**src/rtl/interrupt_request_latch.sv**
```systemverilog
// rtl/interrupt_request_latch.sv - synchronise, edge-detect and latch interrupt requests ahead of the priority encoder
//
// Ports:
//   clock            system clock, all state updates on the rising edge
//   reset            synchronous, active-high; wins over every other input
//   externalRequests asynchronous level lines; each rising edge is one request
//   internalRequests synchronous one-cycle request pulses from the CPU core
//   ackValid         one-cycle pulse: interrupt ackNumber entered service
//   ackNumber        index being acknowledged (ignored when >= WIDTH)
//   overrunClear     one-cycle pulse: clears all overrun bits
//   externalPending  latched external requests (to encoder externalInterrupts)
//   internalPending  latched internal requests (to encoder internalInterrupts)
//   overrun          sticky: external edge arrived while that line was already pending
//   anyPending       OR of both pending vectors, taken straight from the registers
module interrupt_request_latch #(
    parameter int WIDTH        = 16,
    parameter int NUMBER_WIDTH = 4
) (
    input  logic                    clock,
    input  logic                    reset,
    input  logic [WIDTH-1:0]        externalRequests,
    input  logic [WIDTH-1:0]        internalRequests,
    input  logic                    ackValid,
    input  logic [NUMBER_WIDTH-1:0] ackNumber,
    input  logic                    overrunClear,
    output logic [WIDTH-1:0]        externalPending,
    output logic [WIDTH-1:0]        internalPending,
    output logic [WIDTH-1:0]        overrun,
    output logic                    anyPending
);

    // One extra bit so WIDTH == 2**NUMBER_WIDTH still compares correctly.
    localparam logic [NUMBER_WIDTH:0] line_count = (NUMBER_WIDTH+1)'(WIDTH);

    logic [WIDTH-1:0] sync1;
    logic [WIDTH-1:0] sync2;
    logic [WIDTH-1:0] prev;

    logic [WIDTH-1:0] rise;
    logic             ack_in_range;
    logic [WIDTH-1:0] ack_onehot;
    logic             ack_hits_internal;
    logic [WIDTH-1:0] internal_clear;
    logic [WIDTH-1:0] external_clear;
    logic [WIDTH-1:0] external_kept;
    logic [WIDTH-1:0] overrun_event;

    always_comb begin
        rise         = sync2 & ~prev;
        ack_in_range = ackValid && ({1'b0, ackNumber} < line_count);
        ack_onehot   = '0;
        for (int i = 0; i < WIDTH; i++) begin
            ack_onehot[i] = ack_in_range && (ackNumber == NUMBER_WIDTH'(i));
        end
        // Internal lines are serviced ahead of external ones, matching the
        // encoder, so an ack clears the internal bit when one is pending.
        ack_hits_internal = |(internalPending & ack_onehot);
        internal_clear    = ack_hits_internal ? ack_onehot : '0;
        external_clear    = ack_hits_internal ? '0 : ack_onehot;
        external_kept     = externalPending & ~external_clear;
        // A new edge on a line that stays pending this cycle is a lost request.
        overrun_event     = rise & external_kept;
    end

    always_ff @(posedge clock) begin
        if (reset) begin
            sync1           <= '0;
            sync2           <= '0;
            prev            <= '0;
            externalPending <= '0;
            internalPending <= '0;
            overrun         <= '0;
        end else begin
            sync1           <= externalRequests;
            sync2           <= sync1;
            prev            <= sync2;
            // Set terms are OR'd after the clear so a new request beats an ack.
            externalPending <= external_kept | rise;
            internalPending <= (internalPending & ~internal_clear) | internalRequests;
            overrun         <= (overrunClear ? '0 : overrun) | overrun_event;
        end
    end

    assign anyPending = (|externalPending) | (|internalPending);

endmodule

```
**config.mk**
```make
export PLATFORM = sky130hd
export DESIGN_NAME = interrupt_request_latch
export DESIGN_NICKNAME = d
export VERILOG_FILES = /design/src/rtl/interrupt_request_latch.sv
export SDC_FILE = /design/constraint.sdc
export NUM_CORES = 1
export LEC_CHECK = 0
export ABC_CLOCK_PERIOD_IN_PS = 1200
export CAP_MARGIN = 20
export CORE_ASPECT_RATIO = 0.8
export CORE_MARGIN = 4
export CORE_UTILIZATION = 42
export DETAILED_ROUTE_END_ITERATION = 7
export MAX_ROUTING_LAYER = met4
export PLACE_DENSITY = 0.74
export SLEW_MARGIN = 0
export SYNTH_ARGS = -nofsm -noshare
export SYNTH_HDL_FRONTEND = slang
export SYNTH_SLANG_ARGS = --single-unit
```
**constraint.sdc**
```tcl
create_clock -name clock -period 1.2 [get_ports clock]
set_input_delay 0.18 -clock clock [delete_from_list [all_inputs] [get_ports clock]]
set_output_delay 0.18 -clock clock [all_outputs]
set_load 0.01 [all_outputs]
```
=== Word level (Yosys, flattened, before mapping) ===
Index checks and enable logic that the tools add are counted.

* Flip-flop bits (word level): 96
* Input bits: 40
* Output and inout bits: 49
* Word-level logic and storage cells: 56

* Equality and inequality tests: 15
* Muxes and demuxes: 3
* Bitwise gates (word level): 12
* Reductions and logical operators: 20

{| class="wikitable"
|+ Operators by type and width
! cell !! number
|-
| $and 16x16->16 || 5
|-
| $mux 16 || 3
|-
| $not 16->16 || 3
|-
| $or 16x16->16 || 3
|-
| $reduce_or 16->1 || 3
|-
| $eq 4x4->1 const B || 8
|-
| $eq 4x3->1 const B || 4
|-
| $logic_and 1x1->1 || 16
|-
| $eq 4x2->1 const B || 2
|-
| $eq 4x1->1 const B || 1
|-
| $logic_not 4->1 || 1
|-
| $or 1x1->1 || 1
|}

=== Depth between registers and ports, before layout ===
Gate-level depths: netlist of run 1.

* Depth after elaboration: 9
* Mapped depth: 5

=== Worst setup path after synthesis of run 1 ===
Ideal clock, no wire load.

* Path type: input-to-reg
* From: input ackNumber[2]
* To: register externalPending[2]
* Setup time: 0.128 ns
* Arrival time: 1.085 ns
* Path slack: -0.012 ns
* Cell stages on the path: 5
* Cells stage by stage: buf_6 > or3b_1 > buf_6 > o311ai_4 > o21ai_1

* Cells in the longest elaborated chain, start to end: 8
* Elaborated cells between the ends (all ways): 38

{| class="wikitable"
|+ RTL lines
! what !! RTL line !! text
|-
| start, declared || 24 || <nowiki>input logic [NUMBER_WIDTH-1:0] ackNumber,</nowiki>
|-
| $eq 4x1->1 (tied with other cells) || 53 || <nowiki>ack_onehot[i] = ack_in_range && (ackNumber == NUMBER_WIDTH'(i));</nowiki>
|-
| $logic_and 1x1->1 || 53 ||
|-
| $and 16x16->16 || 57 || <nowiki>ack_hits_internal = |(internalPending & ack_onehot);</nowiki>
|-
| $reduce_or 16->1 || 57 ||
|-
| $mux 16 * || 59 || <nowiki>external_clear = ack_hits_internal ? '0 : ack_onehot;</nowiki>
|-
| $not 16->16 * || 60 || <nowiki>external_kept = externalPending & ~external_clear;</nowiki>
|-
| $and 16x16->16 * || 60 ||
|-
| $or 16x16->16 * || 78 || <nowiki>externalPending <= external_kept | rise;</nowiki>
|-
| end signal, assigned || 78 ||
|-
| end, declared || 26 || <nowiki>output logic [WIDTH-1:0] externalPending,</nowiki>
|}

Mark *: on every way between the ends. The rest lies on a longest branch, timed or not.
A chain may end at the register's enable or synchronous reset.

=== Final worst setup path of run 1 ===
* From: register internalPending[1]
* To: output anyPending

* Cells in the longest elaborated chain, start to end: 2

{| class="wikitable"
|+ RTL lines
! what !! RTL line !! text
|-
| start, declared || 27 || <nowiki>output logic [WIDTH-1:0] internalPending,</nowiki>
|-
| start signal, assigned || 79 || <nowiki>internalPending <= (internalPending & ~internal_clear) | internalRequests;</nowiki>
|-
| $reduce_or 16->1 || 84 || <nowiki>assign anyPending = (|externalPending) | (|internalPending);</nowiki>
|-
| $or 1x1->1 || 84 ||
|-
| end, declared || 29 || <nowiki>output logic anyPending</nowiki>
|}

Every way passes these cells.

==> impl_metrics.json, run 1 <==
{
  "status": "finished, violations left",
  "failed_checks": "setup timing",
  "clk_pin_slew_ns": 0.09,
  "max-slew-margin-rel_pct": 71.3,
  "p_sw_share_pct": 26.5,
  "drive_above_1_share_pct": 37.2,
  "ant_nets": 0,
  "ff2ff_setup_slack_ns": -0.15,
  "cts_max_path_buffers": 2,
  "antenna_found_initial": 0,
  "drc": 0,
  "yosysSeqAreaShare_pct": 59.7,
  "r2r-end": "externalPending[8]$_SDFF_PP0_",
  "gp_congestion": 0.869,
  "skew_ns": 0.0135,
  "r2r-start": "internalPending[8]$_SDFF_PP0_",
  "synth_nets": 354,
  "hold_violations": 0,
  "reg2regPathDepth": 4,
  "dp_hpwl_um": 6010,
  "final_common_cell": "dfxtp_1",
  "syn_avg_cell_area_um2": 10.2,
  "place_inst": 546,
  "synth_edf_count": 0,
  "period_minus_slack_ns": 1.70,
  "p_leak_uw": 0.00202,
  "cts_tree": "built",
  "grt_pass1_vias": 2900,
  "drtIter0Drc": 94,
  "syn_area_um2": 3220,
  "viasPerCell": 4.92,
  "min_path_type": "input pin to flop",
  "area_growth_pct": 51.9,
  "gr-usage-all-layers_pct": 19.7,
  "routed_wl_um": 8670,
  "synth_cells": 314,
  "grt_pass1_wl_um": 13800,
  "core-area_um2": 7430,
  "p_per_area_nw_per_um2": 1280,
  "drv_cap": 0,
  "nNetsFinal": 495,
  "synth-seq-cells": 96,
  "drv_slew": 0,
  "hold_start": "reset",
  "dr.pass1.iters": 4,
  "final_cell_mix": "dfxtp_1 (63), nor2b_1 (48), buf_4 (47)",
  "yosysWarningCount": 0,
  "grt_max_degree": 43,
  "internal_power_uw": 4600,
  "root_buffer": "clkbuf_8",
  "tightest_slew_ns": 0.424,
  "startpoint_type": "flop",
  "whs_endpoint": "externalPending[7]$_SDFF_PP0_",
  "rsz0062_at_grt": "true",
  "placed_area_um2": 4570,
  "die_w_um": 106,
  "p_switching_uw": 1660,
  "antennaDiodeCount": 0,
  "crit_path_start": "internalPending[1]$_SDFF_PP0_",
  "num_vias": 2781,
  "slowest_delay_ns": 0.37,
  "rows": 28,
  "crit_arrival_ns": 1.52,
  "cp_cell_sequence": "nor4_4 > nand4_1 > or2_4 > buf_6",
  "numPortBuffers": 88,
  "ir_worst_vdd_mv": 0.754,
  "routedWlPerCell_um": 15.3,
  "fmax_mhz": 587,
  "design_area_um2": 4890,
  "grt_overflow_total": 0,
  "setup_violations": 6,
  "cts.sinks": 96,
  "end_kind": "output pin",
  "crit_type": "flop to output pin",
  "die_area_um2": 9140,
  "seqPwrFrac_pct": 54.8,
  "initial_core_util_pct": 43.3,
  "cts_buffers": 9,
  "critPathMaxFanout": 2,
  "layout_worst_path_cycle_share_pct": 142,
  "fin_ws_ns": -0.504,
  "hold_path_depth": 3,
  "p_comb_share_pct": 13.5,
  "ys_async_sr_fraction_pct": 0,
  "hold_buffers": 0,
  "path_buf_inv": 1,
  "fin_cells": 565,
  "htreeDepth": 3,
  "insertion_delay_ns": 0.36,
  "crit_slowest_cell": "dfxtp_4",
  "synth_ff_type": "dfxtp_1",
  "die_y_um": 86.3,
  "synth.distinct_cells": 33,
  "p_clk_share_pct": 31.7,
  "whs_ns": 0.325,
  "crit_family": "simple AND/OR/NAND/NOR gates",
  "crit_required_ns": 1.02,
  "fin_tns_setup_ns": -0.906,
  "boundaryPins": 89
}
==> state kept, by name, summed over array words and instances, names as in the netlist <==
| name | count |
|---|---|
| sync1 | 16 |
| prev | 16 |
| sync2 | 16 |
| internalPending | 16 |
| externalPending | 16 |
| overrun | 16 |
==> Yosys cell counts (2+ instances only) <==
| master | count | area (um^2) |
|---|---|---|
| o21ai_0 | 16 | 80.1 |
| o311ai_4 | 3 | 78.8 |
| buf_6 | 2 | 22.5 |
| nor4_1 | 9 | 56.3 |
| inv_1 | 19 | 71.3 |
| nor2b_1 | 48 | 300 |
| nand4_1 | 2 | 12.5 |
| nand2b_1 | 17 | 106 |
| a21oi_1 | 19 | 95.1 |
| o21ai_1 | 20 | 100 |
| o31ai_1 | 7 | 52.6 |
| o311ai_1 | 6 | 52.6 |
| clkbuf_1 | 11 | 41.3 |
| dfxtp_1 | 96 | 1920 |
| o22ai_1 | 2 | 12.5 |
| nand2_1 | 19 | 71.3 |
| nand3b_1 | 2 | 15.0 |
==> area by class of cell <==
cell class	instances	area, um^2
multi-input cells	185	1320
clock inverters	7	65.1
well taps	105	131
inverters	19	71.3
clock buffers	9	124
repair buffers	144	1200
flip-flops and latches	96	1970
fillers	616	2540
==> how the worst max path moves through the flow <==
stage                                     to  slack [ns]  cells past startpoint
5_1_grt                           anyPending       -0.57                      4
3_5_place_dp                      anyPending       -0.61                      4
3_3_place_gp                      anyPending       -0.59                      4
4_1_cts                           anyPending       -0.50                      4
2_1_floorplan  externalPending[2]$_SDFF_PP0_       -0.01                      5
6_report                          anyPending       -0.50                      4
==> stage by stage <==
stage          setup slack [ns]  utilization (%)  total power (uW)
6_report                 -0.504             65.8              6260
5_1_grt                  -0.570             65.8              6510
4_1_cts                  -0.504             64.8              6270
3_5_place_dp             -0.606             61.5              4270
3_3_place_gp             -0.586             61.5              4250
2_1_floorplan           -0.0123                -              3760
==> worst min-delay path, stage by stage <==
cell	delay, ns
buf_2	0.19
a311oi_2	0.07
a31o_2	0.20
==> power by group through the flow <==
stage | registers [uW] | clock network (uW) | logic [uW]
6_report | 3430 | 1990 | 846
5_1_grt | 3440 | 2160 | 911
2_1_floorplan | 3500 | 0 | 251
3_3_place_gp | 3450 | 0 | 801
3_5_place_dp | 3460 | 0 | 813
4_1_cts | 3420 | 2040 | 812
==> what timing repair did <==
action	CTS	global route
endpoints found under the setup margin	82	30
gates resized for setup	220	37
pin swaps	9	6
setup buffers	5	5
cloned	0	0
==> routing by layer <==
layer | global-route usage (%) | vias to the layer above | share of wire (%)
met5 | - | - | 0
met4 | 5.41 | 0 | 0.98
met3 | 6.40 | 12 | 5.7
met2 | 32.4 | 85 | 49
met1 | 23.5 | 1322 | 44
li1 | - | 1362 | -
==> kinds of logic after synthesis <==
| logic type | after synthesis | share of synthesized area, % |
|---|---|---|
| DFF | 96 | 59.7 |
| AOI/OAI and AO/OA | 78 | 16.1 |
| and+or+nand+nor | 107 | 19.8 |
| buffers and inverters | 33 | 4.35 |
No activity file was read; power rests on OpenSTA's default activity.
==> run 2, diff against run 1 <==
RECOVER_POWER = 25   (was not set)
REMOVE_ABC_BUFFERS = 1   (was not set)
==> run 2 against run 1 <==
Net effect: the run still ends with setup timing left; via count decreased by 0.79%; sequential share of layout area increased by 0.28 points; clock skew decreased by 0.0087 ns; critical path type unchanged; critical endpoint unchanged; highest routed layer unchanged.
==> impl_metrics.json, run 2 (same netlist as run 1, synthesis figures left out) <==
{
  "boundaryPins": 89,
  "end_kind": "output pin",
  "fin_tns_setup_ns": -0.716,
  "p_per_area_nw_per_um2": 1230,
  "grt_pass1_wl_um": 14000,
  "crit_required_ns": 1.02,
  "core-area_um2": 7430,
  "cts_tree": "built",
  "initial_core_util_pct": 43.3,
  "die_y_um": 86.3,
  "cts.sinks": 96,
  "antenna_found_initial": 0,
  "dp_hpwl_um": 6440,
  "grt_overflow_total": 0,
  "routedWlPerCell_um": 15.7,
  "period_minus_slack_ns": 1.67,
  "failed_checks": "setup timing",
  "gr-usage-all-layers_pct": 20.2,
  "nNetsFinal": 497,
  "die_area_um2": 9140,
  "final_common_cell": "dfxtp_1",
  "crit_type": "flop to output pin",
  "fin_ws_ns": -0.465,
  "critPathMaxFanout": 2,
  "htreeDepth": 3,
  "tightest_slew_ns": 0.330,
  "rows": 28,
  "status": "finished, violations left",
  "skew_ns": 0.00485,
  "drv_slew": 0,
  "setup_violations": 6,
  "grt_pass1_vias": 2830,
  "min_path_type": "input pin to flop",
  "layout_worst_path_cycle_share_pct": 139,
  "crit_arrival_ns": 1.49,
  "rsz0062_at_grt": "true",
  "cts_buffers": 9,
  "hold_violations": 0,
  "drc": 0,
  "viasPerCell": 4.87,
  "ant_nets": 0,
  "gp_congestion": 0.832,
  "drive_above_1_share_pct": 34.9,
  "root_buffer": "clkbuf_8",
  "clk_pin_slew_ns": 0.08,
  "die_w_um": 106,
  "drv_cap": 0,
  "fmax_mhz": 600,
  "hold_buffers": 0,
  "crit_slowest_cell": "dfxtp_2",
  "num_vias": 2759,
  "cp_cell_sequence": "nor4_4 > nand4_1 > or2_4 > buf_6",
  "ir_worst_vdd_mv": 0.675,
  "insertion_delay_ns": 0.34,
  "antennaDiodeCount": 0,
  "max-slew-margin-rel_pct": 77.7,
  "routed_wl_um": 8910,
  "grt_max_degree": 43,
  "startpoint_type": "flop",
  "final_cell_mix": "dfxtp_1 (65), buf_4 (52), nor2b_1 (48)",
  "area_growth_pct": 50.6,
  "dr.pass1.iters": 4,
  "drtIter0Drc": 84,
  "cts_max_path_buffers": 2,
  "placed_area_um2": 4590,
  "p_leak_uw": 0.00204,
  "design_area_um2": 4850,
  "numPortBuffers": 88,
  "slowest_delay_ns": 0.34
}
==> run 2: changes by cell type in the layout (fill, tap and decap cells not counted), moves of 4 or more <==
cell and change:
clkbuf_2 -5, buf_4 +5, buf_2 +7, dlygate4sd3_1 +16, dlygate4sd2_1 +10, clkbuf_1 +5, clkdlybuf4s15_1 -4, clkinv_4 -4
clkdlybuf4s50_1 -16, buf_6 -11
==> run 2: area by class of cell <==
cell class / instances / area [um^2]
fillers: 617 / 2580
flip-flops and latches: 96 / 1970
clock inverters: 1 / 5.00
repair buffers: 146 / 1180
clock buffers: 14 / 143
multi-input cells: 185 / 1350
well taps: 105 / 131
inverters: 19 / 71.3
==> run 2: path summary, 6_finish.rpt <==
kind	startpoint	to	slack, ns	cells after the start
min reg2reg	sync1[5]$_SDFF_PP0_	sync2[5]$_SDFF_PP0_	0.44	1
min	reset	externalPending[10]$_SDFF_PP0_	0.30	3
max reg2reg	internalPending[8]$_SDFF_PP0_	externalPending[8]$_SDFF_PP0_	-0.10	4
max	internalPending[11]$_SDFF_PP0_	anyPending	-0.47	4
==> run 2: stage by stage <==
stage          hold WS [ns]  instances  util, %  setup slack, ns  power (uW)
2_1_floorplan         0.249        300        -          -0.0103        3710
3_3_place_gp          0.417        547     61.8           -0.628        4270
3_5_place_dp          0.420        547     61.8           -0.596        4290
4_1_cts               0.274        562     63.0           -0.480        5960
5_1_grt               0.287        566     65.3           -0.540        6230
6_report              0.302        566     65.3           -0.465        5960
==> run 2: routing by layer <==
layer | part of all wire [%] | wire length [um] | vias up | GRT usage, %
li1 | - | - | 1367 | -
met1 | 44 | 3950 | 1304 | 24.3
met2 | 48 | 4320 | 73 | 33.4
met3 | 5.8 | 518 | 15 | 5.73
met4 | 1.4 | 126 | 0 | 5.76
met5 | 0 | 0 | - | -
==> run 2: power breakdown <==
part | internal, uW | leakage, uW | switching, uW
combinational | 446 | 0.00116 | 390
sequential | 3330 | 0.000799 | 88.5
clock | 745 | 0.0000745 | 959
==> run 2: what timing repair did <==
| action | in CTS | in global routing |
|---|---|---|
| endpoints found under the setup margin | 91 | 30 |
| setup buffers | 1 | 5 |
| resized for setup | 199 | 30 |
| pin swaps | 8 | 7 |
==> run 2: critical path, delay by kind of cell (launching register included) <==
family | cells | cell delay [ns]
buffers and inverters | 1 | 0.12
DFF | 1 | 0.34
and+or+nand+nor | 3 | 0.68
==> run 3, diff against run 2 <==
MAX_ROUTING_LAYER = not set   (was met4)
==> run 3 against run 2 <==
Net effect: the flow still finishes with violations (setup timing); worst hold slack got worse by 0.0029 ns; die area unchanged; final cell count unchanged; critical endpoint unchanged.
==> impl_metrics.json, run 3 (same netlist as run 1, synthesis figures left out) <==
{
  "status": "finished, violations left",
  "failed_checks": "setup timing",
  "grt_max_degree": 43,
  "fmax_mhz": 595,
  "numPortBuffers": 88,
  "startpoint_type": "flop",
  "skew_ns": 0.00433,
  "viasPerCell": 4.89,
  "die_y_um": 86.3,
  "hold_buffers": 0,
  "root_buffer": "clkbuf_8",
  "dp_hpwl_um": 6440,
  "drv_cap": 0,
  "ir_worst_vdd_mv": 0.683,
  "fin_tns_setup_ns": -0.752,
  "fin_cells": 566,
  "tightest_slew_ns": 0.327,
  "clk_pin_slew_ns": 0.08,
  "antenna_found_initial": 0,
  "grt_pass1_wl_um": 14000,
  "grt_util_met2_pct": 33.3,
  "htreeDepth": 3,
  "r2r-end": "externalPending[8]$_SDFF_PP0_",
  "area_growth_pct": 50.6,
  "rsz0062_at_grt": "true",
  "end_kind": "output pin",
  "met1_usage_pct": 24.1,
  "insertion_delay_ns": 0.35,
  "layout_worst_path_cycle_share_pct": 140,
  "period_minus_slack_ns": 1.68,
  "grt_pass1_vias": 2825,
  "cts_tree": "built",
  "setup_violations": 6,
  "dr.pass1.iters": 4,
  "initial_core_util_pct": 43.3,
  "ff2ff_setup_slack_ns": -0.11,
  "p_leak_uw": 0.00204,
  "core-area_um2": 7430,
  "drc": 0,
  "crit_type": "flop to output pin",
  "min_path_type": "input pin to flop",
  "cts_buffers": 9,
  "hold_start": "reset",
  "drv_slew": 0,
  "boundaryPins": 89,
  "place_inst": 547,
  "r2r-start": "internalPending[8]$_SDFF_PP0_",
  "routed_wl_um": 8920,
  "final_common_cell": "dfxtp_1",
  "drive_above_1_share_pct": 34.9,
  "hold_path_depth": 3,
  "crit_arrival_ns": 1.50,
  "max-slew-margin-rel_pct": 77.9,
  "die_w_um": 106,
  "p_per_area_nw_per_um2": 1230,
  "num_vias": 2767,
  "cts_max_path_buffers": 2,
  "critPathMaxFanout": 2,
  "antennaDiodeCount": 0,
  "reg2regPathDepth": 4,
  "gr-usage-all-layers_pct": 19.6,
  "fin_ws_ns": -0.481,
  "cts.sinks": 96,
  "p_total_uw": 5980,
  "routedWlPerCell_um": 15.8,
  "drtIter0Drc": 81,
  "hold_violations": 0,
  "final_cell_mix": "dfxtp_1 (65), buf_4 (52), nor2b_1 (48)",
  "die_area_um2": 9140,
  "grt_overflow_total": 0,
  "fillers": 617,
  "rows": 28,
  "ant_nets": 0,
  "met3_usage_pct": 6.11,
  "whs_endpoint": "externalPending[10]$_SDFF_PP0_",
  "nNetsFinal": 497,
  "busiest_layer": "met2",
  "crit_required_ns": 1.02,
  "gp_congestion": 0.820,
  "final_util_pct": 65.3
}
[run 3: cell counts in the layout (fill, tap and decap cells not counted)]
Identical to the previous run, type by type.
[run 3: repair_timing]
| item | 4_1_cts | 5_1_grt |
|---|---|---|
| hold endpoints to repair | 0 | 0 |
| setup endpoints to repair | 91 | 30 |
| setup buffers | 1 | 5 |
| pin swaps | 8 | 7 |
| gates resized for setup | 199 | 30 |
[run 3: critical path: stages, from the launching register on]
cell and delay, ns:
dfxtp_2 0.34, nor4_4 0.29, nand4_1 0.13, or2_4 0.27, buf_6 0.12
[run 3: area by class of cell]
type,count,area (um^2),share of cell area (%)
Timing Repair Buffer,146,1180,24.4
Sequential cell,96,1970,40.6
Tap cell,105,131,2.71
Clock inverter,1,5.00,0.103
Clock buffer,14,143,2.94
Inverter,19,71.3,1.47
Multi-Input combinational cell,185,1350,27.8
[run 3: layer usage]
metal	share of wire, %	vias to the layer above
met2	48	86
met1	43	1304
met3	6.9	13
met4	1.3	0
li1	-	1364
met5	0	-
[run 3: worst max-delay path by stage]
| stage | from | endpoint | slack (ns) | cells after the start |
|---|---|---|---|---|
| after floorplan | externalPending[1]$_SDFF_PP0_ | anyPending | -0.01 | 3 |
| after global placement | externalPending[13]$_SDFF_PP0_ | anyPending | -0.63 | 4 |
| after detailed placement | ackValid | externalPending[3]$_SDFF_PP0_ | -0.60 | 5 |
| after CTS | internalPending[11]$_SDFF_PP0_ | anyPending | -0.48 | 4 |
| after global routing | externalPending[13]$_SDFF_PP0_ | anyPending | -0.54 | 4 |
| final | internalPending[11]$_SDFF_PP0_ | anyPending | -0.48 | 4 |
[run 3: power breakdown]
group	internal [uW]	leakage, uW	switching, uW
combinational	446	0.00116	389
clock	745	0.0000745	975
sequential	3330	0.000799	88.3
total	4530	0.00204	1450
[run 3: metrics by stage]
step	worst slack, ns	hold WS [ns]	cell area, um^2
2_1_floorplan	-0.0103	0.249	3150
3_3_place_gp	-0.628	0.417	4590
3_5_place_dp	-0.596	0.420	4590
4_1_cts	-0.480	0.274	4680
5_1_grt	-0.540	0.287	4850
6_report	-0.481	0.299	4850
==> edit, RTL diff (config.mk and constraints of run 2) <==
`externalPending` no longer has a reset.
--- a/src/rtl/interrupt_request_latch.sv
+++ b/src/rtl/interrupt_request_latch.sv
@@ -69,3 +69,2 @@
             prev            <= '0;
-            externalPending <= '0;
             internalPending <= '0;
@@ -77,3 +76,2 @@
             // Set terms are OR'd after the clear so a new request beats an ack.
-            externalPending <= external_kept | rise;
             internalPending <= (internalPending & ~internal_clear) | internalRequests;
@@ -81,2 +79,6 @@
         end
+    end
+
+    always_ff @(posedge clock) begin
+        externalPending <= external_kept | rise;
     end
Function: differs if reset is asserted again (counterexample within 4 cycles, from zero or initial values and one cycle with reset high); with reset held inactive, the same outputs for 10 cycles.
==> edit against run 2 <==
The flow still finishes with violations (setup timing). Power is 13% higher. Clock skew is 2.0 ps higher. Final cell count is 3.2% higher. Cell area is 0.62% higher. Wire length is 3.6% higher. Setup slack worse by 54 ps. Global-route usage is 1.0 points higher. Critical path type unchanged. Synthesized area is 2.5% higher. Synthesized cell count is 8.9% higher. Sequential cell count stayed put.
==> edit: results (changes against run 2) <==
* Final setup viols at 1 (-5)
* Pin count of the biggest net entering global routing at 50 (+16%)
* Peak supply drop at 0.705 mV (+4.4%)
* Run status: finished with violations
* Number of distinct library cells after synthesis at 22 (-33%)
* Share of post-route cells with drive strength above 1 at 0.307 (-0.0424)
* Final cell count without fillers at 584 (+3.2%)
* DP Worst Slack at -611 ps (-14.9 ps)
* Failing checks: setup timing
* Synth area leaders: dfxtp_1, nor2b_1, o21ai_0
* Worst-case clock skew at 6.83 ps (+1.97 ps)
* Register area share after synthesis at 0.583 (-0.0145)
* Post-DP HPWL at 6540 um (+1.6%)
* Via density at 4.97 (+1.9%)
* Postcts setup bufs at 0 (-1)
* Synth cell count leaders: dfxtp_1, nor2b_1, o21ai_0, a21oi_1, inv_1
* Slew margin rel. at 0.568 (-0.209)
* P_int at 0.00510 W (+13%)
* Total track usage at 0.212 (+0.0105)
* WL per Instance at 15.8 um (+0.42%)
* Reg2Reg Capture Point: overrun[14]
* Crit path from: externalPending[10]
* Pleak at 2.00 nW (-1.8%)
* Setup_tns at -520 ps (+196 ps)
* Synthesized instance count at 342 (+8.9%)
* Initial DRC Count at 129 (+54%)
* Post-route worst setup slack at -520 ps (-54.4 ps)
* Cell total after placement at 568 (+3.8%)
* Flop2flop setup slack at 140 ps (+240 ps)
* Clock net power at 0.00223 W (+31%)
* First-pass GRT wire length at 14700 um (+5.4%)
* Worst r2r path cells at 3 (-1)
[edit: changes by cell type in the layout (fill, tap and decap cells not counted), sizes merged, moves of 6 or more]
cell | before | now
a21oi | 19 | 32
buf | 92 | 82
inv | 19 | 32
nand2 | 19 | 1
nor2 | 1 | 16
o311ai | 9 | 15
o31ai | 8 | 15
[edit: routing by layer]
metal | routed length, um | global-route usage | up-vias | part of all wire
li1 | - | - | 1428 | -
met1 | 4210 | 0.271 | 1357 | 0.46
met2 | 4190 | 0.329 | 100 | 0.45
met3 | 700 | 0.0667 | 17 | 0.076
met4 | 138 | 0.0546 | 0 | 0.015
met5 | 0 | - | - | 0
[edit: worst max-delay path, cell delays in order, from the launching register on]
cell	delay, ps
dfxtp_2	330
nor4_1	320
nand4_1	140
or2_4	280
buf_6	120
[edit: timing repair]
action,CTS,global route
cloned,2,0
resized for setup,208,15
setup endpoints to repair,78,11
pin swaps,8,3
[edit: how the worst min path moves through the flow]
| stage | to | start | slack [ps] | cells past startpoint |
|---|---|---|---|---|
| after global placement | externalPending[6] | prev[6] | 420 | 1 |
| after floorplan | prev[0] | reset | 250 | 1 |
| after CTS | prev[9] | reset | 260 | 3 |
| after detailed placement | sync2[12] | sync1[12] | 420 | 1 |
| final | prev[7] | reset | 280 | 3 |
| after global routing | sync1[12] | reset | 300 | 3 |
[edit: layout make-up]
cell class	instances	area (um^2)	area share
Timing Repair Buffer	138	1120	0.230
Clock buffer	10	138	0.0282
Sequential cell	96	1970	0.403
Tap cell	105	131	0.0269
Inverter	32	120	0.0246
Multi-Input combinational cell	199	1330	0.272
Clock inverter	4	70.1	0.0144
[edit: cell families after synthesis]
family          count (synthesis)  share of synthesized area
compound gates                 96                      0.179
flops                          96                      0.583
buf+inv                        49                     0.0565
simple gates                  101                      0.182
